File: config.mk
export PLATFORM = sky130hd
export DESIGN_NAME = orbit_serializer
export DESIGN_NICKNAME = d
export VERILOG_FILES = /design/src/rtl/orbit_serializer.sv
export SDC_FILE = /design/constraint.sdc
export NUM_CORES = 1
export LEC_CHECK = 0
export BUFFER_PORTS_ARGS = -buffer_cell sky130_fd_sc_hd__buf_2
export CORE_ASPECT_RATIO = 0.9
export CORE_MARGIN = 10
export CORE_UTILIZATION = 62
export DETAILED_ROUTE_END_ITERATION = 16
export GPL_TIMING_DRIVEN = 0
export PLACE_DENSITY = 0.95
export SLEW_MARGIN = 30
export SYNTH_ARGS = -nofsm -noshare
export SYNTH_HDL_FRONTEND = slang
export SYNTH_SLANG_ARGS = --single-unit
export TNS_END_PERCENT = 1
File: constraint.sdc
create_clock -name iClkOrb -period 5.5 [get_ports iClkOrb]
set_input_delay 0 -clock iClkOrb [delete_from_list [all_inputs] [get_ports iClkOrb]]
set_output_delay 0 -clock iClkOrb [all_outputs]
set_load 0.03 [all_outputs]
File: src/rtl/orbit_serializer.sv
// orbit_serializer: telemetry word serializer with phrase/group/frame markers.
// Ports: iClkOrb/reset clock and async active-low reset; iEn run request;
//   iMode rate select; iBufRdy next buffer half ready; iClrErr clear underrun;
//   iWord buffer data. oAddr/oRdEn buffer read; oSwitch active buffer half;
//   oOrbit serial line; oParallel/oVal word monitor; oGrpDone group pulse;
//   oUnderrun sticky error; oGrp/oFrm current group and frame.
module orbit_serializer #(
    parameter int              WORD_W   = 12,
    parameter int              ADDR_W   = 11,
    parameter int              BIT_CLKS = 4,
    parameter int              GRP_N    = 32,
    parameter int              FRM_N    = 128,
    parameter logic [31:0]     PHR_MASK = 32'h4504_0154,
    parameter logic [4*ADDR_W-1:0] GMARK_N =
        {11'd2000, 11'd1904, 11'd1872, 11'd1840},
    parameter logic [4*ADDR_W-1:0] GMARK_L =
        {11'd2032, 11'd1968, 11'd1936, 11'd1808},
    parameter int              FMARK    = 240
) (
    input  logic              iClkOrb,
    input  logic              reset,
    input  logic              iEn,
    input  logic [1:0]        iMode,
    input  logic              iBufRdy,
    input  logic              iClrErr,
    input  logic [WORD_W-1:0] iWord,
    output logic [ADDR_W-1:0] oAddr,
    output logic              oRdEn,
    output logic              oSwitch,
    output logic              oOrbit,
    output logic [WORD_W-1:0] oParallel,
    output logic              oVal,
    output logic              oGrpDone,
    output logic              oUnderrun,
    output logic [4:0]        oGrp,
    output logic [6:0]        oFrm
);

    typedef enum logic [1:0] {
        S_IDLE,
        S_FETCH,
        S_LOAD,
        S_RUN
    } state_t;

    localparam int GRP_W = (GRP_N > 1) ? $clog2(GRP_N) : 1;
    localparam int FRM_W = (FRM_N > 1) ? $clog2(FRM_N) : 1;
    localparam int CNT_W = $clog2(4 * BIT_CLKS);
    localparam int BIT_W = $clog2(WORD_W);

    state_t            state_q;
    logic [1:0]        rate_q;
    logic [CNT_W-1:0]  clk_q;
    logic [BIT_W-1:0]  bit_q;
    logic [ADDR_W-1:0] idx_q;
    logic [GRP_W-1:0]  grp_q;
    logic [FRM_W-1:0]  frm_q;
    logic [WORD_W-1:0] sh_q;
    logic              pend_q;
    logic              stop_q;

    logic [CNT_W-1:0]  p_last;
    logic              bit_end;
    logic              pre_bit;
    logic              last_bit;
    logic              idx_last;
    logic              grp_last;
    logic              frm_last;
    logic [ADDR_W-1:0] idx_d;
    logic [GRP_W-1:0]  grp_d;
    logic [FRM_W-1:0]  frm_d;
    logic              mark_d;
    logic [WORD_W-1:0] word_d;

    // Mode 3 behaves like mode 1; value is the log2 bit-period multiplier.
    function automatic logic [1:0] rate_sel(input logic [1:0] m);
        return (m == 2'd2) ? 2'd2 : (m == 2'd0) ? 2'd0 : 2'd1;
    endfunction

    always_comb begin
        p_last   = CNT_W'((BIT_CLKS << rate_q) - 1);
        bit_end  = (clk_q == p_last);
        pre_bit  = (bit_q == BIT_W'(WORD_W - 2));
        last_bit = (bit_q == BIT_W'(WORD_W - 1));
        idx_last = &idx_q;
        grp_last = (grp_q == GRP_W'(GRP_N - 1));
        frm_last = (frm_q == FRM_W'(FRM_N - 1));

        // Position of the word about to be loaded: the current one when
        // starting from LOAD, the following one at a RUN word boundary.
        idx_d = idx_q;
        grp_d = grp_q;
        frm_d = frm_q;
        if (state_q == S_RUN) begin
            idx_d = idx_q + 1'b1;
            if (idx_last) begin
                grp_d = grp_last ? '0 : grp_q + 1'b1;
                if (grp_last) begin
                    frm_d = frm_last ? '0 : frm_q + 1'b1;
                end
            end
        end

        mark_d = PHR_MASK[5'(idx_d)];
        for (int k = 0; k < 4; k++) begin
            if (grp_d != GRP_W'(GRP_N - 1) &&
                GMARK_N[k*ADDR_W +: ADDR_W] == idx_d) begin
                mark_d = 1'b1;
            end
            if (grp_d == GRP_W'(GRP_N - 1) &&
                GMARK_L[k*ADDR_W +: ADDR_W] == idx_d) begin
                mark_d = 1'b1;
            end
        end
        if (grp_d == '0 && frm_d == '0 &&
            32'(idx_d) == 32'(FMARK)) begin
            mark_d = 1'b1;
        end

        word_d = iWord;
        word_d[WORD_W-1] = iWord[WORD_W-1] | mark_d;
    end

    assign oGrp = 5'(grp_q);
    assign oFrm = 7'(frm_q);

    always_ff @(posedge iClkOrb or negedge reset) begin
        if (!reset) begin
            state_q   <= S_IDLE;
            rate_q    <= 2'd0;
            clk_q     <= '0;
            bit_q     <= '0;
            idx_q     <= '0;
            grp_q     <= '0;
            frm_q     <= '0;
            sh_q      <= '0;
            pend_q    <= 1'b0;
            stop_q    <= 1'b0;
            oAddr     <= '0;
            oRdEn     <= 1'b0;
            oSwitch   <= 1'b0;
            oOrbit    <= 1'b0;
            oParallel <= '0;
            oVal      <= 1'b0;
            oGrpDone  <= 1'b0;
            oUnderrun <= 1'b0;
        end else begin
            oRdEn    <= 1'b0;
            oVal     <= 1'b0;
            oGrpDone <= 1'b0;
            // A later set in this block overrides the clear.
            if (iClrErr) begin
                oUnderrun <= 1'b0;
            end

            unique case (state_q)
                S_IDLE: begin
                    oOrbit <= 1'b0;
                    if (iEn) begin
                        rate_q  <= rate_sel(iMode);
                        state_q <= S_FETCH;
                    end
                end

                S_FETCH: begin
                    oRdEn   <= 1'b1;
                    oAddr   <= '0;
                    pend_q  <= 1'b1;
                    state_q <= S_LOAD;
                end

                // First LOAD clock waits for the buffer's registered data.
                S_LOAD: begin
                    pend_q <= 1'b0;
                    if (!pend_q) begin
                        sh_q      <= word_d;
                        oOrbit    <= word_d[WORD_W-1];
                        oParallel <= word_d;
                        oVal      <= 1'b1;
                        clk_q     <= '0;
                        bit_q     <= '0;
                        state_q   <= S_RUN;
                    end
                end

                S_RUN: begin
                    if (!bit_end) begin
                        clk_q <= clk_q + 1'b1;
                    end else if (!last_bit) begin
                        clk_q  <= '0;
                        bit_q  <= bit_q + 1'b1;
                        sh_q   <= sh_q << 1;
                        oOrbit <= sh_q[WORD_W-2];
                        // Entering the last bit: prefetch the next word.
                        if (pre_bit) begin
                            if (idx_last && !iEn) begin
                                stop_q <= 1'b1;
                            end else begin
                                oRdEn <= 1'b1;
                                oAddr <= idx_q + 1'b1;
                                if (idx_last) begin
                                    if (iBufRdy) begin
                                        oSwitch <= ~oSwitch;
                                    end else begin
                                        oUnderrun <= 1'b1;
                                    end
                                end
                            end
                        end
                    end else if (stop_q) begin
                        stop_q  <= 1'b0;
                        oOrbit  <= 1'b0;
                        idx_q   <= '0;
                        grp_q   <= '0;
                        frm_q   <= '0;
                        state_q <= S_IDLE;
                    end else begin
                        sh_q      <= word_d;
                        oOrbit    <= word_d[WORD_W-1];
                        oParallel <= word_d;
                        oVal      <= 1'b1;
                        clk_q     <= '0;
                        bit_q     <= '0;
                        idx_q     <= idx_d;
                        grp_q     <= grp_d;
                        frm_q     <= frm_d;
                        if (idx_last) begin
                            oGrpDone <= 1'b1;
                            rate_q   <= rate_sel(iMode);
                        end
                    end
                end

                default: state_q <= S_IDLE;
            endcase
        end
    end

endmodule

After elaboration in Yosys (flattened, before gate mapping)
Memories as Yosys holds them, arrays and structs flattened.
Index checks and enable logic that the tools add are counted.

storage, ports and cells
  register bits after elaboration = 77
  ROM bits = 32
  output and inout bits = 41
  word-level logic and storage cells = 185
  memories = 1

memories
  memory            depth  width  read ports  clocked after memory_dff  wr ports  line  text
  (name not given)  32     1      1           0                         0         104   mark_d = PHR_MASK[5'(idx_d)];

cells by class
  add/sub/neg operators = 6
  magnitude comparators = 1
  equality and inequality tests = 32
  shift-type cells = 1
  multiplexer cells = 88
  bitwise logic cells = 4
  reductions and logical operators = 34

operators with widths
  operator                                                           count
  11-bit == test (first input constant)                              8
  11-bit two-way mux                                                 8
  12-bit two-way mux                                                 4
  11-bit one-hot mux with 2 select lines                             2
  1-bit two-way mux                                                  39
  7-bit two-way mux                                                  5
  4-bit two-way mux                                                  6
  12-bit one-hot mux with 2 select lines                             1
  2-bit two-way mux                                                  11
  5-bit two-way mux                                                  4
  2-bit != test (second input constant)                              10
  17-bit AND reduction                                               1
  4-bit one-hot mux with 2 select lines                              2
  5-bit AND reduction                                                3
  2-bit nonzero test                                                 6
  11-bit by 1-bit adder with 11-bit output (second input constant)   1
  11-bit by 8-bit == test with 1-bit output (second input constant)  1
  1-bit logical AND                                                  11
  11-bit AND reduction                                               1
  5-bit == test (second input constant)                              2
  3-bit AND reduction                                                3
  4-bit by 1-bit adder with 4-bit output (second input constant)     2
  4-bit == test (second input constant)                              2
  2-bit one-hot mux with 4 select lines                              1
  24 further kinds                                                   32

Longest topological paths before layout
  depth after elaboration = 20
  depth in mapped cells = 11

Worst setup path before layout
No wires, ideal clock.

  kind = flip-flop to flip-flop
  from = register grp_q[0] (netlist: oGrp[0])
  to = register oParallel[11]
  setup time = 0.126 ns
  data arrival time = 2.495 ns
  data required time = 5.374 ns
  path slack = 2.879 ns
  stages on the path, launching flop included = 12
  buffers on the path = 1
  cell sequence = dfrtp_1 -> ha_1 -> and3_1 -> ha_1 -> and2_1 -> and4_4 -> buf_6 -> a21oi_2 -> o22ai_2 -> nor4_2 -> and2_1 -> o32a_1

between the ends
  word-level cells in the longest chain between the ends = 20

ends and longest elaborated chain
  what                                                                            line    text
  start: declaration                                                              56      logic [GRP_W-1:0] grp_q;
  start signal: assignment                                                        225     grp_q <= grp_d;
  5-bit by 1-bit adder with 5-bit output / 5-bit == test (equally long branches)  97, 86
  5-bit two-way mux                                                               97      grp_d = grp_last ? '0 : grp_q + 1'b1;
  5-bit two-way mux                                                               96      if (idx_last) begin
  5-bit two-way mux                                                               94      if (state_q == S_RUN) begin
  5-bit != test                                                                   106     if (grp_d != GRP_W'(GRP_N - 1) &&
  1-bit logical AND                                                               106
  1-bit two-way mux                                                               106
  1-bit two-way mux                                                               110     if (grp_d == GRP_W'(GRP_N - 1) &&
  [... 4 more ...]                                                                -
  1-bit two-way mux                                                               106
  1-bit two-way mux                                                               110
  1-bit two-way mux (*)                                                           115     if (grp_d == '0 && frm_d == '0 &&
  1-bit bitwise OR (*)                                                            121     word_d[WORD_W-1] = iWord[WORD_W-1] | mark_d;
  12-bit two-way mux                                                              210     end else if (stop_q) begin
  12-bit two-way mux                                                              189     end else if (!last_bit) begin
  12-bit two-way mux                                                              187     if (!bit_end) begin
  12-bit one-hot mux with 2 select lines (*)                                      156     unique case (state_q)
  end signal: assignment                                                          178     oParallel <= word_d;
  end signal: assignment                                                          220     oParallel <= word_d;
  end: declaration                                                                31      output logic [WORD_W-1:0] oParallel,

Every way passes the cells marked *; elsewhere a longest branch is shown, timed or not. The select of a mux whose other input is x is not followed.
A chain may end at the register's enable or synchronous reset.

Worst setup path in the final report
Same ends and word-level chain as after synthesis.

==> run_summary.xml <==
<?xml version="1.0" encoding="UTF-8"?>
<metrics>
  <group name="sta">
    <metric name="worstMarginPinSlew" unit="ns">0.894</metric>
    <metric name="worst_setup_skew_after_layout" unit="ns">0.0153</metric>
    <metric name="period_minus_slack" unit="ns">2.85</metric>
    <metric name="setup_total_negative_slack" unit="ns">0</metric>
    <metric name="hold_violations" unit="">0</metric>
    <metric name="fmax" unit="MHz">351</metric>
    <metric name="layout_worst_path_cycle_share" unit="%">51.8</metric>
    <metric name="setup_viol_count_final" unit="">0</metric>
    <metric name="setup_repair_after_global_routing_missed_its_margin" unit="">no</metric>
    <metric name="timing.max_slew.rel_slack" unit="%">40.0</metric>
    <metric name="final-max-slew-violation-count" unit="">0</metric>
  </group>
  <group name="critical_path">
    <metric name="r2r-end" unit="">oParallel[11]</metric>
    <metric name="path_max_fanout" unit="">10</metric>
    <metric name="timing.rr.start" unit="">oGrp[0]</metric>
    <metric name="timing_worst_setup_path_type" unit="">flip-flop to flip-flop</metric>
    <metric name="worst-endpoint-arrival" unit="ns">3.10</metric>
    <metric name="reg2regPathDepth" unit="">11</metric>
    <metric name="critical_path.startpoint_type" unit="">flip-flop</metric>
    <metric name="cp.required" unit="ns">5.76</metric>
    <metric name="r2r_slack" unit="ns">2.65</metric>
    <metric name="timing.critical_path.to_type" unit="">flip-flop</metric>
  </group>
  <group name="synth">
    <metric name="post_synth_top_area_share" unit="%">43.6</metric>
    <metric name="syn_inst_count" unit="">497</metric>
    <metric name="synth_edf_count" unit="">0</metric>
    <metric name="ys_async_sr_fraction" unit="%">100</metric>
    <metric name="yosys.cell_types.count" unit="">62</metric>
    <metric name="post-synth-top-count-cell" unit="">dfrtp_1</metric>
    <metric name="ys_top_cells_by_count" unit="">dfrtp_1 (77), nand2_1 (69), nor2_1 (47)</metric>
    <metric name="ys_seq_elements" unit="">77</metric>
    <metric name="postSynthAreaPerCell" unit="um2">8.90</metric>
    <metric name="seq_area_frac_synth" unit="%">43.6</metric>
    <metric name="syn_area" unit="um2">4420</metric>
    <metric name="top_cells_by_area_synth" unit="">dfrtp_1 (44%), nand2_1 (5.9%), o21ai_0 (4.4%), nor2_1 (4.0%), ha_1 (3.7%)</metric>
    <metric name="dominantRegCellSynth" unit="">dfrtp_1</metric>
    <metric name="synthesis.yosys.warnings" unit="">0</metric>
    <metric name="synth_top_area_cell" unit="">dfrtp_1</metric>
    <metric name="mappedNetlistNets" unit="">529</metric>
  </group>
  <group name="grt">
    <metric name="grt_first_pass_wirelength" unit="um">19900</metric>
    <metric name="grt_remaining_overflow" unit="">0</metric>
    <metric name="grt_util_all_layers" unit="%">22.5</metric>
    <metric name="met1_usage" unit="%">27.1</metric>
    <metric name="grt_max_degree" unit="">53</metric>
    <metric name="via_count_of_the_first_global_routing_pass" unit="">4104</metric>
    <metric name="grt-busiest-layer" unit="">met2</metric>
    <metric name="global_route.usage.met2" unit="%">37.7</metric>
    <metric name="grt_util_met3" unit="%">5.70</metric>
    <metric name="antenna_violations_before_repair" unit="">0</metric>
  </group>
  <group name="drt">
    <metric name="totalWireLength" unit="um">12000</metric>
    <metric name="drt.antenna.violating_nets" unit="">0</metric>
    <metric name="drt_pass1_iterations" unit="">4</metric>
    <metric name="vias" unit="">4138</metric>
    <metric name="wl_per_cell" unit="um">17.5</metric>
    <metric name="drt_iter0_markers" unit="">248</metric>
    <metric name="drc" unit="">0</metric>
    <metric name="vias_per_cell" unit="">6.06</metric>
  </group>
  <group name="clocking">
    <metric name="cts_tree" unit="">yes</metric>
    <metric name="cts_max_level" unit="">3</metric>
    <metric name="cts-root-to-sink-buffers" unit="">2</metric>
    <metric name="cts_buffers" unit="">9</metric>
    <metric name="clkSlewWorstSetupHoldPaths" unit="ns">0.09</metric>
    <metric name="clkSinkCount" unit="">77</metric>
    <metric name="clock_insertion_delay_worst_skew" unit="ns">0.37</metric>
    <metric name="clk_root_buffer_cell" unit="">clkbuf_8</metric>
  </group>
  <group name="cells_and_area">
    <metric name="final_nets" unit="">617</metric>
    <metric name="layout-area-overhead-vs-synth" unit="%">18.1</metric>
    <metric name="n_antenna_cell" unit="">0</metric>
    <metric name="post_layout_nonfiller_instances" unit="">683</metric>
    <metric name="fraction_of_layout_cells_with_a_size_suffix_above_1" unit="%">19.0</metric>
    <metric name="final_core_util" unit="%">74.6</metric>
  </group>
  <group name="placed_design">
    <metric name="numPortBuffers" unit="">59</metric>
    <metric name="gp_congestion" unit="">0.879</metric>
    <metric name="detailedPlacementHpwl" unit="um">8420</metric>
    <metric name="dpl.cell_count" unit="">650</metric>
  </group>
  <group name="floorplanning">
    <metric name="die-area" unit="um2">10900</metric>
    <metric name="die_h" unit="um">100</metric>
    <metric name="die-width" unit="um">109</metric>
    <metric name="core_area" unit="um2">7000</metric>
    <metric name="fp-row-count" unit="">29</metric>
    <metric name="io_pins" unit="">60</metric>
    <metric name="floorplan.initialDensity" unit="%">63.2</metric>
  </group>
  <group name="pwr">
    <metric name="static-leakage-power" unit="nW">2.48</metric>
    <metric name="vdd_drop_max" unit="mV">0.173</metric>
    <metric name="power" unit="W">0.00103</metric>
    <metric name="power_density" unit="nW/um2">197</metric>
  </group>
  <group name="hold_path">
    <metric name="worst_hold_path_type" unit="">primary input to asynchronous set/reset pin</metric>
  </group>
  <group name="flow_run">
    <metric name="drv.max_cap_violation_count" unit="">0</metric>
  </group>
  <group name="run_status">
    <metric name="outcome" unit="">finished, final reports clean</metric>
  </group>
</metrics>
==> sequential cells by signal (all words and copies together), names as in the netlist, 2 cells and up <==
signal     cells
oParallel     12
idx_q         11
oAddr         11
sh_q          11
oFrm           7
oGrp           5
bit_q          4
clk_q          4
rate_q         2
state_q        2
==> metrics by stage <==
stage               hold WS (ns)  area [um2]  worst slack, ns
floorplan                 -0.296        4420             2.88
global placement           0.208        4830             2.81
detailed placement       -0.0505        4860             2.76
CTS                        0.101        5230             2.73
global route               0.135        5230             2.51
finish                    0.0877        5230             2.65
==> kinds of logic (layout without fill, tap and decap cells) <==
kind of cell / count (synthesis) / after routing / synth area share (%)
multiplexers: 10 / 10 / 2.38
XOR/XNOR: 22 / 22 / 4.36
adder cells (fa/ha/maj): 13 / 13 / 3.68
AO/OA/AOI/OAI: 111 / 111 / 16.1
AND/OR/NAND/NOR: 212 / 212 / 24.0
buffers and inverters: 52 / 145 / 5.86
flip-flops: 77 / 77 / 43.6
==> timing repair <==
item                      CTS  global route
buffers inserted            0             0
hold endpoints to repair  104             0
gates resized for setup     0             0
hold buffers               17             0
==> metal layers <==
layer | vias up | wire [um]
met5 | - | 0
met4 | 0 | 249
met3 | 28 | 841
met2 | 184 | 6050
met1 | 1983 | 4840
li1 | 1943 | -
==> how the worst max path moves through the flow <==
stage,start,end,slack [ns],depth (start not counted)
after floorplan,oGrp[0],oParallel[11],2.88,11
after global placement,oGrp[0],oParallel[11],2.81,11
after detailed placement,oGrp[0],oParallel[11],2.76,11
after CTS,oGrp[0],oParallel[11],2.73,11
after global routing,oGrp[0],oParallel[11],2.51,11
final,oGrp[0],oParallel[11],2.65,11
==> area by class of cell <==
class                      instances  area [um2]
clock buffer                      10         138
tap                               93         116
timing repair buffer              77         495
buffer                            28         169
inverter                          24        90.1
sequential                        77        1930
fill                             488        1780
clock inverter                     6        52.6
multi-input combinational        368        2240
==> power by group <==
| group | internal (W) | switching, W | total, W | leakage, nW |
|---|---|---|---|---|
| clock network | 0.000183 | 0.000234 | 0.000417 | 0.0914 |
| registers | 0.000569 | 0.00000214 | 0.000571 | 0.961 |
| logic | 0.0000187 | 0.0000222 | 0.0000409 | 1.43 |
| total | 0.000770 | 0.000259 | 0.00103 | 2.48 |
==> worst max-delay path, cell delays in order, from the launching register on <==
cell and delay [ns]:
dfrtp_1 0.44, ha_1 0.26, and3_1 0.21, ha_1 0.29, and2_1 0.18, and4_4 0.26
buf_6 0.14, a211oi_1 0.07, a31oi_1 0.27, nor3_1 0.11, and2_1 0.17, o32a_1 0.32
==> placed cells by master (no fill, tap or decap), types with 5 or more instances in the layout <==
cell,count
dfrtp_1,77
buf_2,70
nand2_1,69
nor2_1,47
o21ai_0,39
inv_1,23
nand3_1,22
dlygate4sd3_1,17
o22ai_1,15
nor3_1,14
and3_1,13
ha_1,13
xnor2_1,12
a21oi_1,12
nand4_1,10
xor2_1,10
clkbuf_8,10
o31ai_1,8
clkbuf_1,7
buf_4,6
and2_1,6
mux2i_1,6
and4_1,5
a22o_1,5
Note: power is estimated with default switching activity, not from simulation.
